--- src/rtl/buffer_fpga_to_hps.sv ---
// rtl/buffer_fpga_to_hps.sv - captures a 5x5 result matrix, compacts the NxN block and streams it as 32-bit words
module buffer_fpga_to_hps #(
    parameter int ELEM_W  = 8,
    parameter int DIM_MAX = 5
) (
    input  logic                                clk,
    input  logic                                rst_n,
    input  logic                                load,
    input  logic [1:0]                          size,
    input  logic [DIM_MAX*DIM_MAX*ELEM_W-1:0]   matrix_in,
    input  logic                                out_ready,
    output logic                                out_valid,
    output logic [31:0]                         out_data,
    output logic                                out_last,
    output logic [2:0]                          out_index,
    output logic                                busy,
    output logic                                done
);

    localparam int MAT_W    = DIM_MAX * DIM_MAX * ELEM_W;
    localparam int NWORDS   = 7;
    localparam int PACKED_W = NWORDS * 32;

    typedef enum logic [1:0] {
        IDLE = 2'd0,
        SEND = 2'd1,
        DONE = 2'd2
    } state_t;

    state_t      state;
    logic [31:0] words [NWORDS];
    logic [2:0]  idx;
    logic [2:0]  last_idx;

    logic [PACKED_W-1:0] packed_vec;
    logic [2:0]          last_idx_next;

    // Byte k of the dense stream is element (k/N, k%N); the tail of the last word stays zero.
    function automatic logic [PACKED_W-1:0] compact(input logic [MAT_W-1:0] m, input int n);
        logic [PACKED_W-1:0] v;
        v = '0;
        for (int r = 0; r < DIM_MAX; r++) begin
            for (int c = 0; c < DIM_MAX; c++) begin
                if (r < n && c < n) begin
                    v[PACKED_W-1-ELEM_W*(r*n+c) -: ELEM_W] = m[MAT_W-1-ELEM_W*(DIM_MAX*r+c) -: ELEM_W];
                end
            end
        end
        return v;
    endfunction

    always_comb begin
        packed_vec    = '0;
        last_idx_next = 3'd0;
        case (size)
            2'b00: begin
                packed_vec    = compact(matrix_in, 2);
                last_idx_next = 3'd0;
            end
            2'b01: begin
                packed_vec    = compact(matrix_in, 3);
                last_idx_next = 3'd2;
            end
            2'b10: begin
                packed_vec    = compact(matrix_in, 4);
                last_idx_next = 3'd3;
            end
            default: begin
                packed_vec    = compact(matrix_in, 5);
                last_idx_next = 3'd6;
            end
        endcase
    end

    always_ff @(posedge clk or negedge rst_n) begin
        if (!rst_n) begin
            state    <= IDLE;
            idx      <= 3'd0;
            last_idx <= 3'd0;
            for (int i = 0; i < NWORDS; i++) begin
                words[i] <= 32'd0;
            end
        end else begin
            case (state)
                IDLE: begin
                    if (load) begin
                        for (int i = 0; i < NWORDS; i++) begin
                            words[i] <= packed_vec[PACKED_W-1-32*i -: 32];
                        end
                        last_idx <= last_idx_next;
                        idx      <= 3'd0;
                        state    <= SEND;
                    end
                end
                SEND: begin
                    // load is deliberately not looked at here, so the captured matrix cannot be disturbed.
                    if (out_ready) begin
                        if (idx == last_idx) begin
                            idx   <= 3'd0;
                            state <= DONE;
                        end else begin
                            idx <= idx + 3'd1;
                        end
                    end
                end
                DONE: begin
                    state <= IDLE;
                end
                default: begin
                    state <= IDLE;
                end
            endcase
        end
    end

    assign out_valid = (state == SEND);
    assign busy      = (state != IDLE);
    assign done      = (state == DONE);
    assign out_index = out_valid ? idx : 3'd0;
    assign out_data  = out_valid ? words[idx] : 32'd0;
    assign out_last  = out_valid && (idx == last_idx);

endmodule

--- config.mk ---
export PLATFORM = sky130hd
export DESIGN_NAME = buffer_fpga_to_hps
export DESIGN_NICKNAME = d
export VERILOG_FILES = /design/src/rtl/buffer_fpga_to_hps.sv
export SDC_FILE = /design/constraint.sdc
export NUM_CORES = 1
export LEC_CHECK = 0
export BUFFER_PORTS_ARGS = -buffer_cell sky130_fd_sc_hd__buf_2
export CAP_MARGIN = 10
export CORE_AREA = 2 2 160 162
export CTS_CLUSTER_DIAMETER = 50
export DETAILED_ROUTE_END_ITERATION = 8
export DIE_AREA = 0 0 162 164
export HOLD_SLACK_MARGIN = 0.05
export PLACE_DENSITY_LB_ADDON = 0.05
export SETUP_SLACK_MARGIN = 0.4
export SLEW_MARGIN = 20
export SYNTH_ARGS = -nofsm -noshare
export SYNTH_HDL_FRONTEND = slang
export SYNTH_SLANG_ARGS = --single-unit
--- constraint.sdc ---
create_clock -name clk -period 2 [get_ports clk]
set_input_delay 0 -clock clk [delete_from_list [all_inputs] [get_ports clk]]
set_output_delay 0 -clock clk [all_outputs]
set_load 0.02 [all_outputs]
# == Word-level counts from Yosys, hierarchy flattened ==
# Cells that the tools add are included.
# word_totals
word_cells,44
out_inout_bits,39
mem_bits_ro,0
regBits,232
inputBits,206
mem_count,0
latchBits,0
ram_bits,0
# op_classes
n_lt_le_gt_ge,1
shifts,0
muxes,15
n_div,0
multipliers,0
reduce_logical,8
eq_ne,8
add_sub_neg,1
bitwise,1
# op_table
cell,n
208-bit case mux with 3 select lines,1
32-bit binary-select mux with 3-bit select,1
32-bit two-way mux,3
3-bit two-way mux,4
3-bit case mux with 3 select lines,1
2-bit two-way mux,3
3-bit case mux with 2 select lines,1
3-bit AND reduction,2
"2-bit by 1-bit == test with 1-bit output, second input constant",2
"2-bit == test, second input constant",2
"4-bit >= comparator, second input constant",1
2-bit zero test,2
"2-bit != test, second input constant",2
3-bit inverter with 4-bit output,1
2-bit case mux with 2 select lines,1
2-bit nonzero test,2
"3-bit by 1-bit adder with 3-bit output, second input constant",1
3-bit == test,1
"2-bit by 1-bit != test with 1-bit output, second input constant",1
2-bit AND reduction,1
1-bit logical AND,1

# == Logic depth before layout (Yosys ltp) ==
# Gate-level depths: netlist of run 1.
# depth
word_depth,5
depth_mapped,7
mapped_depth_nobuf,4

# == Least setup slack after synthesis of run 1 ==
# No wires, ideal clock.
# synth_timing
kind,reg2reg
startpoint,register state[1]
endpoint,register state[1]
required_time_ns,1.931
period_less_slack_ns,1.911
slack_ns,0.089
path_stages_with_launch,6
n_path_buf,2
arrival_ns,1.841
setup_time_ns,0.069
cell_sequence,dfrtp_1 clkbuf_1 nand2b_1 clkbuf_1 nor4_1 and2_1
# synth_via
elab_chain_cells,3
word_cells_on_any_way,7
cone_classes,4 x eq/ne; 1 x mux; 2 x reduce/logical
# synth_rtl
item,line_no,rtl
start: declaration,30,state_t state;
start signal: assignment,77,state <= IDLE;
start signal: assignment,92,state <= SEND;
start signal: assignment,100,state <= DONE;
2-bit by 1-bit == test with 1-bit output or 2-bit zero test (tied branches),84,case (state)
2-bit by 1-bit != test with 1-bit output (no line) or 2-bit != test (tied branches),--,
3-bit AND reduction (no line),--,
# Several ways; a longest one is shown, not always the timed one.
# A chain may end at the register's enable or synchronous reset.

# == Worst setup path in the final report of run 1 ==
# layout_timing
startpoint,register idx[0]
endpoint,output out_data[21]
# layout_via
elab_chain_cells,5
# layout_rtl
item,line_no,rtl
start: declaration,32,logic [2:0] idx;
start signal: assignment,102,idx <= idx + 3'd1;
3-bit inverter with 4-bit output (not written as such),120,assign out_data = out_valid ? words[idx] : 32'd0;
32-bit binary-select mux with 3-bit select,120,
32-bit two-way mux (not written as such) (2 in a row),120,
32-bit two-way mux,120,
end: declaration,13,"output logic [31:0] out_data,"
# Every way passes these cells. The select of a mux whose other input is x is not followed.

==> flow_summary.ini, run 1 <==
[timing]
tightest_slew_ns = 1.21
maxSlewHeadroom_pct = 19.2
hold_violations = 0
finalSetupViolations = 41
rsz0062_at_grt = true
timing.fmax_ghz = 0.423
post-route-period-util_pct = 118
fin_hold_ws_ns = 0.0516
drv_slew = 0
finalCriticalPeriod_ns = 2.36
worst_slack_ns = -0.365
fin_skew_ns = 0.00976

[setup_path]
cp_data_required_time_ns = 2.00
critPathSlowestCell = dfrtp_4
max_stage_delay_ns = 0.52
cp-start-kind = flop
arrival_ns = 2.36
cp_max_fo = 7
critPathCaptureType = output pin
crit_type = reg -> out
crit_chain = buf_12 > buf_4 > mux4_2 > a22oi_1 > nor2_1 > buf_2

[clocking]
cts_sinks = 208
cts-htree-levels = 1
numCtsBuffers = 29
cts_tree = built
cts_max_path_buffers = 3
clock_latency_ns = 0.55
clk_pin_slew_ns = 0.06
clock-root-buffer = clkbuf_16

[place]
place.detailed.hpwl_mm = 28.5
place.gp.congestion = 0.881
io_buffers = 244
placedCellCount = 1495
dpl_worst_slack_ns = 0.0768

[worst_hold_path]
min_path_type = in -> reg

[yosys]
synth_common_cells = dfrtp_1, a22o_1, nor2_1
ys_seq_area_share_pct = 47.0
synth_most_common_cell = dfrtp_1
synth.largest_area_cell = dfrtp_1
synthArstFlopShare_pct = 100
ys.warnings.count = 0
synth_top_area_share_pct = 47.0
synth_edf_count = 0
syn-cell-area_sq_um = 11100
netlist_top_cells_area = dfrtp_1, a22o_1, mux2i_1
ys_ff_latch = 208
synth_ff_type = dfrtp_1
syn_area_per_cell_sq_um = 11.3
synthCells = 977
synth_cell_types = 43
synth_fp_nets = 1184

[power_and_ir_drop]
power_density_nw_per_um2 = 1390
leakage_uw = 0.00943
combPwrFrac_pct = 51.9
seqPwrFrac_pct = 27.7
p_int_uw = 17300
pwr-share-clk_pct = 20.4
switching_share_pct = 38.4
p_total_uw = 28100
switchingPower_uw = 10800
vdd_drop_max_uv = 765

[status]
violations = setup timing
status = complete, but fails checks

[grt]
grt_use_total_pct = 38.9
grt_use_met1_pct = 50.1
grt_overflow = 0
grt_pass1_wl_mm = 76.6
antenna_found_initial = 0
grt_pass1_vias = 11947
grt_start_max_net_pins = 73
met2_usage_pct = 63.2
grt_busiest_layer = met2
globalRouteMet3Util_pct = 9.97

[floorplanning]
dieArea_sq_um = 26600
die_h_um = 164
std_cell_rows = 58
top_level_ports = 245
initial_core_util_pct = 44.7
die_w_um = 162
core-area_sq_um = 24800

[routing]
ant_nets = 0
vias_per_cell = 6.26
route.detailed.drc = 0
drt_first_iter_violations = 1447
drtPass1Iterations = 7
num_vias = 12109
wl_mm = 56.4
wl_per_cell_um = 29.1

[layout]
final_nets = 1788
finalNonFillerCells = 1935
syn2layout_area_growth_pct = 83.0
drive_gt1_share_pct = 47.8
final_core_util_pct = 81.7

[flow_run]
cap_violations = 0
==> metrics by stage <==
step | setup TNS [ns] | cell area (sq um)
floorplan | 0 | 11200
global placement | 0 | 12800
detailed placement | 0 | 12800
CTS | -7.25 | 19100
global route | -11.27 | 20300
finish | -10.01 | 20300
==> timing repair <==
action,in CTS,in global routing
endpoints found under the hold margin,412,0
setup endpoints to repair,218,246
resized for setup,228,209
hold buffers,232,0
pin swaps,126,136
gates cloned,53,7
buffers inserted,65,28
==> metal layers <==
| metal | routed length (um) | part of all wire [%] |
|---|---|---|
| met5 | 0 | 0 |
| met3 | 6400 | 11 |
| met2 | 26100 | 46 |
| met1 | 20100 | 36 |
| met4 | 3750 | 6.6 |
==> critical path, delay by kind of cell (launching register included) <==
| kind | cells | cell delay, ns |
|---|---|---|
| buffers and inverters | 3 | 0.48 |
| AND/OR/NAND/NOR | 1 | 0.09 |
| flip-flops | 1 | 0.52 |
| AO/OA/AOI/OAI | 1 | 0.24 |
| multiplexers | 1 | 0.48 |
==> worst paths after layout <==
check | start | to | slack [ns] | cells past startpoint
max | idx[0] | out_data[21] | -0.36 | 6
min | size[1] | words[163] | 0.05 | 3
max reg2reg | state[1] | words[54] | -0.02 | 10
min reg2reg | words[215] | words[215] | 0.51 | 2
max in group asynchronous | rst_n | idx[0] | 0.71 | 4
min in group asynchronous | rst_n | words[45] | 0.51 | 3
==> cell type report <==
class | count | area [sq um]
Clock buffer | 38 | 820
Fill cell | 1332 | 4540
Multi-Input combinational cell | 669 | 6530
Sequential cell | 208 | 5210
Inverter | 3 | 23.8
Tap cell | 330 | 413
Antenna cell | 2 | 5.00
Clock inverter | 15 | 240
Timing Repair Buffer | 670 | 7040
==> flip-flops by register name, summed over array words and instances (netlist names) <==
name / cells
words: 200
idx: 3
last_idx: 3
state: 2
==> cell families after synthesis <==
| group | synth area share [%] |
|---|---|
| AO/OA/AOI/OAI | 18.3 |
| XOR/XNOR | 0.237 |
| adder cells (fa/ha/maj) | 0.113 |
| buffers and inverters | 4.59 |
| flip-flops | 47.0 |
| multiplexers | 20.4 |
| AND/OR/NAND/NOR | 9.39 |
==> cells in the final DEF (no fill, tap or decap), types with 35 or more instances in the layout <==
cell           instances
a22o_1               128
buf_12                41
buf_16                55
buf_2                225
buf_4                 56
buf_6                 42
clkbuf_16             35
dfrtp_1              205
dlygate4sd3_1        232
mux2_2                44
mux2i_1               83
nand2_1               45
nor2_1                46
nor2_4                41
==> power groups by stage <==
stage	combinational [uW]	sequential (uW)	clock [uW]
5_1_grt	15100	7810	5910
3_3_place_gp	8520	7430	0
3_5_place_dp	8640	7380	0
4_1_cts	12500	7400	5650
6_report	14600	7790	5730
2_1_floorplan	6100	6610	0
(Power assumes the default switching activity.)
==> run 2, diff against run 1 <==
==> constraint.sdc (replaced) <==
create_clock -name clk -period 2.06 [get_ports clk]
set_input_delay 0 -clock clk [delete_from_list [all_inputs] [get_ports clk]]
set_output_delay 0 -clock clk [all_outputs]
set_load 0.02 [all_outputs]
==> flow_summary.ini, run 2 (synthesized netlist as in run 1, its figures left out) <==
[grt]
antenna_found_initial = 1
grt_use_total_pct = 35.7
grt_pass1_wl_mm = 70.7
grt_overflow = 0
grt_start_max_net_pins = 69
grt_pass1_vias = 11407

[layout]
regMostFlops = words
final_nets = 1756
final_core_util_pct = 77.2
drive_gt1_share_pct = 43.8
most-common-layout-cells = dlygate4sd3_1, buf_2, dfrtp_1
syn2layout_area_growth_pct = 73.0
top_regs = words (200), idx (3), last_idx (3)
nFillCells = 1548
final_common_cell = dlygate4sd3_1
largest_register_ffs = 200

[clocking]
cts_tree = built
cts_sinks = 208
clock-root-buffer = clkbuf_16
clock_latency_ns = 0.55
cts-htree-levels = 1
cts_max_path_buffers = 3
clk_pin_slew_ns = 0.06
numCtsBuffers = 30

[setup_path]
rr_worst_depth = 7
path_depth = 5
timing.rr.start = state[1]
max_stage_delay_ns = 0.60
cp-start-kind = flop
cp_max_fo = 6
arrival_ns = 2.33
r2r_slack_ns = 0.11
critPathSlowestCell = mux4_2
crit_chain = buf_4 > mux4_2 > a22oi_1 > nor2_1 > buf_2
crit_type = reg -> out
worst_path_dominant_cell_family = multiplexers
startpoint = idx[0]
cp_data_required_time_ns = 2.06
critPathCaptureType = output pin
worst-path-buf-inv = 2

[floorplanning]
initial_core_util_pct = 44.7
die_h_um = 164
std_cell_rows = 58
die_w_um = 162
dieArea_sq_um = 26600
core-area_sq_um = 24800
top_level_ports = 245

[timing]
tightest_slew_ns = 0.994
hold_violations = 0
rsz0062_at_grt = true
setup_tns_ns = -6.52
timing.fmax_ghz = 0.429
finalSetupViolations = 33
fin_skew_ns = 0.00730
post-route-period-util_pct = 113
maxSlewHeadroom_pct = 33.4
drv_slew = 0
finalCriticalPeriod_ns = 2.33
worst_slack_ns = -0.269

[worst_hold_path]
min_path_type = in -> async

[routing]
num_vias = 11335
route.detailed.drc = 0
ant_nets = 0
wl_mm = 49.5
drt_first_iter_violations = 1108
drtPass1Iterations = 5
vias_per_cell = 5.96
wl_per_cell_um = 26.0

[power_and_ir_drop]
p_total_uw = 24700
leakage_uw = 0.00900
vdd_drop_max_uv = 749
power_density_nw_per_um2 = 1290

[place]
place.gp.congestion = 0.902
place.detailed.hpwl_mm = 28.3
io_buffers = 244

[status]
status = complete, but fails checks
violations = setup timing

[flow_run]
cap_violations = 0
-- run 2: path summary, 6_finish.rpt --
path                                     to
worst max-delay path            out_data[1]
min in group clk                 words[180]
worst min-delay path              words[47]
worst min register to register   words[217]
worst max register to register    words[67]
max in group asynchronous        words[219]
-- run 2: layout make-up --
cell class	count	area, sq um	area share (%)
Antenna cell	1	2.50	0.0131
Clock buffer	40	870	4.54
Clock inverter	13	170	0.888
Inverter	3	16.3	0.0848
Multi-Input combinational cell	669	6160	32.2
Sequential cell	208	5210	27.2
Tap cell	330	413	2.15
Timing Repair Buffer	637	6320	33.0
-- run 2: through the flow --
step / hold slack, ns / std cells / area, sq um / worst slack, ns
6_report: 0.0319 / 1901 / 19200 / -0.269
5_1_grt: 0.0888 / 1901 / 19200 / -0.334
4_1_cts: 0.0535 / 1877 / 18400 / -0.216
3_5_place_dp: 0.0664 / 1507 / 12900 / 0.148
3_3_place_gp: 0.0670 / 1507 / 12900 / 0.172
2_1_floorplan: -0.296 / 977 / 11100 / 0.373
-- run 2: repair_timing --
item	CTS	global route
gates cloned	35	7
hold buffers	235	0
endpoints found under the hold margin	413	0
endpoints found under the setup margin	189	244
gates resized for setup	188	150
pin swaps	110	74
buffers inserted	47	16
-- run 2: routing by layer --
layer	GRT usage, %	part of all wire, %	vias to the layer above
met1	47.2	40	5737
met3	6.01	7.5	141
li1	-	-	4829
met2	59.2	48	628
met5	0	0	-
met4	13.6	4.8	0
-- run 2: power by group --
part / internal (uW) / switching, uW
Sequential: 5800 / 1480
Combinational: 6380 / 5640
Clock: 3430 / 1950
Total: 15600 / 9070
